**src/rtl/vx_fpu_shared_arbiter.sv**
```systemverilog
// Round-robin arbiter sharing one FPU unit among NUM_REQS requesters.
// Tracks op ownership in a FIFO and accumulates sticky fflags per requester.
module vx_fpu_shared_arbiter #(
    parameter int NUM_REQS    = 4,
    parameter int DATA_W      = 32,
    parameter int OP_W        = 3,
    parameter int TAG_W       = 8,
    parameter int MAX_PENDING = 4
) (
    input  logic                       clk,
    input  logic                       reset,
    input  logic [NUM_REQS-1:0]        req_valid,
    output logic [NUM_REQS-1:0]        req_ready,
    input  logic [NUM_REQS*OP_W-1:0]   req_op,
    input  logic [NUM_REQS*3-1:0]      req_frm,
    input  logic [NUM_REQS*DATA_W-1:0] req_dataa,
    input  logic [NUM_REQS*DATA_W-1:0] req_datab,
    input  logic [NUM_REQS*TAG_W-1:0]  req_tag,
    output logic                       unit_req_valid,
    input  logic                       unit_req_ready,
    output logic [OP_W-1:0]            unit_req_op,
    output logic [2:0]                 unit_req_frm,
    output logic [DATA_W-1:0]          unit_req_dataa,
    output logic [DATA_W-1:0]          unit_req_datab,
    output logic [TAG_W-1:0]           unit_req_tag,
    input  logic                       unit_rsp_valid,
    output logic                       unit_rsp_ready,
    input  logic [DATA_W-1:0]          unit_rsp_result,
    input  logic [4:0]                 unit_rsp_fflags,
    input  logic [TAG_W-1:0]           unit_rsp_tag,
    output logic [NUM_REQS-1:0]        rsp_valid,
    input  logic [NUM_REQS-1:0]        rsp_ready,
    output logic [DATA_W-1:0]          rsp_result,
    output logic [4:0]                 rsp_fflags,
    output logic [TAG_W-1:0]           rsp_tag,
    output logic [NUM_REQS*5-1:0]      fflags_acc,
    input  logic [NUM_REQS-1:0]        fflags_clr
);

    localparam int IDX_W = $clog2(NUM_REQS);
    localparam int PTR_W = $clog2(MAX_PENDING);
    localparam int CNT_W = $clog2(MAX_PENDING + 1);

    logic [IDX_W-1:0]      last_grant;
    logic [IDX_W-1:0]      own_q [MAX_PENDING];
    logic [PTR_W-1:0]      wr_ptr;
    logic [PTR_W-1:0]      rd_ptr;
    logic [CNT_W-1:0]      pending;
    logic [NUM_REQS*5-1:0] acc_q;
    logic [NUM_REQS*5-1:0] acc_next;

    logic [IDX_W-1:0] grant_idx;
    logic [IDX_W-1:0] head;
    logic             empty;
    logic             can_issue;
    logic             issue_fire;
    logic             rsp_fire;

    assign head       = own_q[rd_ptr];
    assign empty      = (pending == '0);
    assign rsp_fire   = unit_rsp_valid && unit_rsp_ready;
    assign can_issue  = (pending < CNT_W'(MAX_PENDING)) || rsp_fire;
    assign issue_fire = unit_req_valid && unit_req_ready;

    // Round-robin search starting just after the last granted requester
    always_comb begin
        int j;
        logic found;
        grant_idx = '0;
        found     = 1'b0;
        j         = 0;
        for (int k = 1; k <= NUM_REQS; k++) begin
            j = int'(last_grant) + k;
            if (j >= NUM_REQS) j = j - NUM_REQS;
            if (!found && req_valid[IDX_W'(j)]) begin
                found     = 1'b1;
                grant_idx = IDX_W'(j);
            end
        end
    end

    // Issue-side handshake and payload mux, all forced idle in reset
    always_comb begin
        req_ready      = '0;
        unit_req_valid = !reset && (|req_valid) && can_issue;
        if (!reset && (|req_valid) && can_issue && unit_req_ready)
            req_ready[grant_idx] = 1'b1;
    end

    assign unit_req_op    = req_op[grant_idx*OP_W +: OP_W];
    assign unit_req_frm   = req_frm[grant_idx*3 +: 3];
    assign unit_req_dataa = req_dataa[grant_idx*DATA_W +: DATA_W];
    assign unit_req_datab = req_datab[grant_idx*DATA_W +: DATA_W];
    assign unit_req_tag   = req_tag[grant_idx*TAG_W +: TAG_W];

    // Route the unit response to the owner at the FIFO head
    always_comb begin
        rsp_valid      = '0;
        unit_rsp_ready = !reset && !empty && rsp_ready[head];
        if (!reset && unit_rsp_valid)
            rsp_valid[head] = 1'b1;
    end

    assign rsp_result = unit_rsp_result;
    assign rsp_fflags = unit_rsp_fflags;
    assign rsp_tag    = unit_rsp_tag;

    // Sticky flag update; a clear drops old flags but keeps new ones
    always_comb begin
        acc_next = acc_q;
        for (int i = 0; i < NUM_REQS; i++) begin
            if (fflags_clr[i])
                acc_next[i*5 +: 5] = 5'b0;
            if (rsp_fire && head == IDX_W'(i))
                acc_next[i*5 +: 5] = acc_next[i*5 +: 5] | unit_rsp_fflags;
        end
    end

    assign fflags_acc = acc_q;

    // Pointers, occupancy, round-robin state and flag registers
    always_ff @(posedge clk) begin
        if (reset) begin
            last_grant <= IDX_W'(NUM_REQS - 1);
            wr_ptr     <= '0;
            rd_ptr     <= '0;
            pending    <= '0;
            acc_q      <= '0;
        end else begin
            acc_q <= acc_next;
            if (issue_fire) begin
                wr_ptr     <= wr_ptr + 1'b1;
                last_grant <= grant_idx;
            end
            if (rsp_fire)
                rd_ptr <= rd_ptr + 1'b1;
            if (issue_fire && !rsp_fire)
                pending <= pending + 1'b1;
            else if (!issue_fire && rsp_fire)
                pending <= pending - 1'b1;
        end
    end

    // Ownership storage; contents are don't-care while empty
    always_ff @(posedge clk) begin
        if (!reset && issue_fire)
            own_q[wr_ptr] <= grant_idx;
    end

`ifndef SYNTHESIS
    a_rsp_without_owner: assert property (
        @(posedge clk) disable iff (reset) !(unit_rsp_valid && empty)
    );
`endif

endmodule

```
**config.mk**
```make
export PLATFORM = sky130hd
export DESIGN_NAME = vx_fpu_shared_arbiter
export DESIGN_NICKNAME = d
export VERILOG_FILES = /design/src/rtl/vx_fpu_shared_arbiter.sv
export SDC_FILE = /design/constraint.sdc
export NUM_CORES = 1
export LEC_CHECK = 0
export CAP_MARGIN = 5
export CELL_PAD_IN_SITES_DETAIL_PLACEMENT = 0
export CELL_PAD_IN_SITES_GLOBAL_PLACEMENT = 1
export CORE_AREA = 2 2 204 206
export CTS_CLUSTER_SIZE = 40
export DETAILED_ROUTE_END_ITERATION = 8
export DIE_AREA = 0 0 206 208
export PLACE_DENSITY_LB_ADDON = 0.12
export SYNTH_ARGS = -nofsm -noshare
export SYNTH_HDL_FRONTEND = slang
export SYNTH_SLANG_ARGS = --single-unit
```
**constraint.sdc**
```tcl
create_clock -name clk -period 3.85 [get_ports clk]
set_input_delay 0.5775 -clock clk [delete_from_list [all_inputs] [get_ports clk]]
set_output_delay 0.5775 -clock clk [all_outputs]
set_load 0.01 [all_outputs]
```
==> flow_metrics.py <==
metrics = {
    "run_status": {
        "status": "complete, no violations",
    },
    "floorplanning": {
        "core_um2": 40550,
        "die-area_um2": 42850,
        "initial_core_util_pct": 11.74,
        "io_pins": 526,
        "row_count": 74,
        "fp.dieW_um": 206,
        "dieHeight_um": 208,
    },
    "grt": {
        "grt_overflow": 0,
        "grt_pass1_wl_um": 40520,
        "grt_max_degree": 33,
        "grt_usage_pct": 13.13,
        "first_global_vias": 5561,
        "antenna_found_initial": 16,
    },
    "min_path": {
        "hold_class": "flop to flop",
        "hold_end": "rd_ptr[1]",
        "hold-path-cell-count": 1,
        "min_from": "rd_ptr[1]",
    },
    "clock_tree": {
        "root_buffer": "clkbuf_16",
        "htree_levels": 2,
        "clock_path_buffers": 2,
        "clock-sinks": 39,
        "clkTransAtPathRegs_ns": 0.06,
        "cts_tree": "done",
        "numCtsBuffers": 5,
        "clk_latency_ns": 0.28,
        "cts_setup_buffers": 0,
        "cts_resized": 0,
        "ctsHoldBuffers": 0,
    },
    "power_and_ir_drop": {
        "vdd_drop_max_v": 0.0001241,
        "p_leak_uw": 0.003866,
        "powerDensity_nw_per_um2": 317.6,
    },
    "placed_design": {
        "dp_hpwl_um": 25750,
        "dpl_cell_area_um2": 9719,
        "port_buffers": 445,
        "gp_congestion": 0.7802,
    },
    "timing": {
        "setup_violations": 0,
        "relSlewSlack_pct": 54.23,
        "hold_viol": 0,
        "clock-skew-final_ns": 0.004227,
        "tightest_slew_ns": 0.6809,
        "rsz0062_at_grt": "no",
        "finalMaxSlewViolations": 0,
        "final.setup.tns_ns": 0,
        "fin_crit_ns": 3.641,
        "fmax_mhz": 274.6,
        "post-route-period-util_pct": 94.58,
    },
    "run": {
        "drv_cap": 0,
    },
    "synth": {
        "synth_edf_count": 8,
        "synth_top_cell_by_area": "mux2i_1",
        "async_flop_share_pct": 0,
        "postSynthCellCount": 519,
        "yosysWarnings": 0,
        "syn_nets": 898,
        "yosys_most_used_dff": "dfxtp_1",
        "synth_area_leaders": "mux2i_1 51%, dfxtp_1 13%, buf_4 7.3%",
        "synth-seq-area-share_pct": 18.08,
        "synth_top_area_share_pct": 51.30,
        "synth_seq_cells": 39,
        "syn_area_um2": 4761,
        "avgSynthCellArea_um2": 9.173,
        "synth.distinct_cells": 42,
    },
    "final_layout": {
        "syn_to_final_growth_pct": 107.5,
        "nNetsFinal": 1298,
        "drive_gt1_share_pct": 4.674,
        "fin_area_um2": 9879,
    },
    "drt": {
        "postRouteAntennaNets": 0,
        "via_per_inst": 3.655,
        "wire_per_inst_um": 20.09,
        "drt_iter0_markers": 90,
        "drc": 0,
        "firstDrtPassIters": 4,
        "wl_um": 29280,
        "num_vias": 5325,
    },
    "setup_path": {
        "crit_type": "primary input to output pin",
        "critPathMaxFanout": 9,
        "critPathCaptureType": "output pin",
        "r2r_end": "pending[2]",
        "critPathArrivalTime_ns": 3.06,
        "r2r_cells": 11,
        "r2r_setup_slack_ns": 0.80,
        "startpoint_type": "primary input",
        "required_ns": 3.27,
    },
}
cell type report:
class	count	area, um2
antenna	5	12.51
inverter	22	85.08
fill	4429	30670
sequential	39	860.8
timing repair buffer	472	4782
tap	532	665.6
clock buffer	7	142.6
clock inverter	1	5.005
multi-input combinational	379	3326
where the power goes:
group / switching, uW / leakage, uW / internal (uW)
Combinational: 974 / 0.00347 / 1260
Sequential: 27.4 / 0.000324 / 452
Clock: 166 / 0.0000739 / 257
worst max path at each step:
stage,start,to,depth (start not counted)
CTS,req_valid[2],req_ready[1],7
finish,req_valid[3],req_ready[1],7
detailed placement,req_valid[2],req_ready[1],7
global placement,req_valid[2],req_ready[1],7
floorplan,flop,pending[2],11
global route,req_valid[2],req_ready[1],7
Yosys cell counts (2+ instances only):
cell type	instances
or3_1	5
o311ai_0	2
buf_1	13
clkbuf_1	6
buf_2	12
o21ai_0	3
nor2_1	28
nand2_1	19
inv_1	20
buf_4	46
nor3_1	6
dfxtp_1	31
a21o_1	2
mux2i_1	244
a21oi_1	10
o32a_1	13
edfxtp_1	8
or2_2	2
xor2_1	2
nand2b_1	5
buf_6	2
mux4_2	2
nor2b_1	10
ha_1	5
inv_2	2
and2_1	5
cell usage in the layout, fill, tap and decap left out, types with 2 or more instances in the layout:
master           synthesis  routed
clkdlybuf4s50_1          0     445
mux2i_1                244     244
dfxtp_1                 31      31
nor2_1                  28      28
inv_1                   20      20
nand2_1                 19      19
buf_4                   46      17
o32a_1                  13      13
nor2b_1                 10      10
a21oi_1                 10      10
buf_12                   0      10
edfxtp_1                 8       8
nor3_1                   6       6
diode_2                  0       5
nand2b_1                 5       5
or3_1                    5       5
and2_1                   5       5
ha_1                     5       5
clkbuf_16                0       5
o21ai_0                  3       3
mux4_2                   2       2
or2_2                    2       2
a21o_1                   2       2
xor2_1                   2       2
state kept, by name (all words and copies together), names as in the netlist, named ones only:
register    count
pending         3
wr_ptr          2
rd_ptr          2
last_grant      2
own_q           8
fflags_acc     20
layer usage:
layer	routed length (um)	vias to the layer above	global-route usage (%)
li1	-	2642	-
met1	10640	2367	13.46
met2	14770	262	23.73
met3	3488	36	7.221
met4	267	18	1.823
met5	111	-	0
cells by family after synthesis:
logic type      share of synthesized area [%]
simple gates                            9.199
mux                                     52.25
xor+xnor                               0.3680
fa+ha+maj                               1.735
buf+inv                                 12.22
flops                                   18.08
compound gates                          6.150
per-stage QoR:
stage / setup WS, ns / instances / hold slack, ns / utilization, % / total power, uW
CTS: 0.1602 / 1452 / 0.4616 / 24.33 / 3223
global placement: 0.1576 / 1444 / 0.4480 / 23.97 / 2798
detailed placement: 0.1748 / 1444 / 0.4506 / 23.97 / 2779
finish: 0.2087 / 1457 / 0.4617 / 24.36 / 3138
floorplan: 0.9126 / 519 / 0.4263 / - / 1564
global route: 0.06180 / 1452 / 0.4963 / 24.33 / 3330
critical path, cell delays in order:
cell             delay [ns]
clkdlybuf4s50_1        0.48
or4_1                  0.59
and2_1                 0.21
and3b_1                0.21
a21oi_4                0.33
nor3_1                 0.13
clkdlybuf4s50_1        0.52
(Power assumes the default switching activity.)
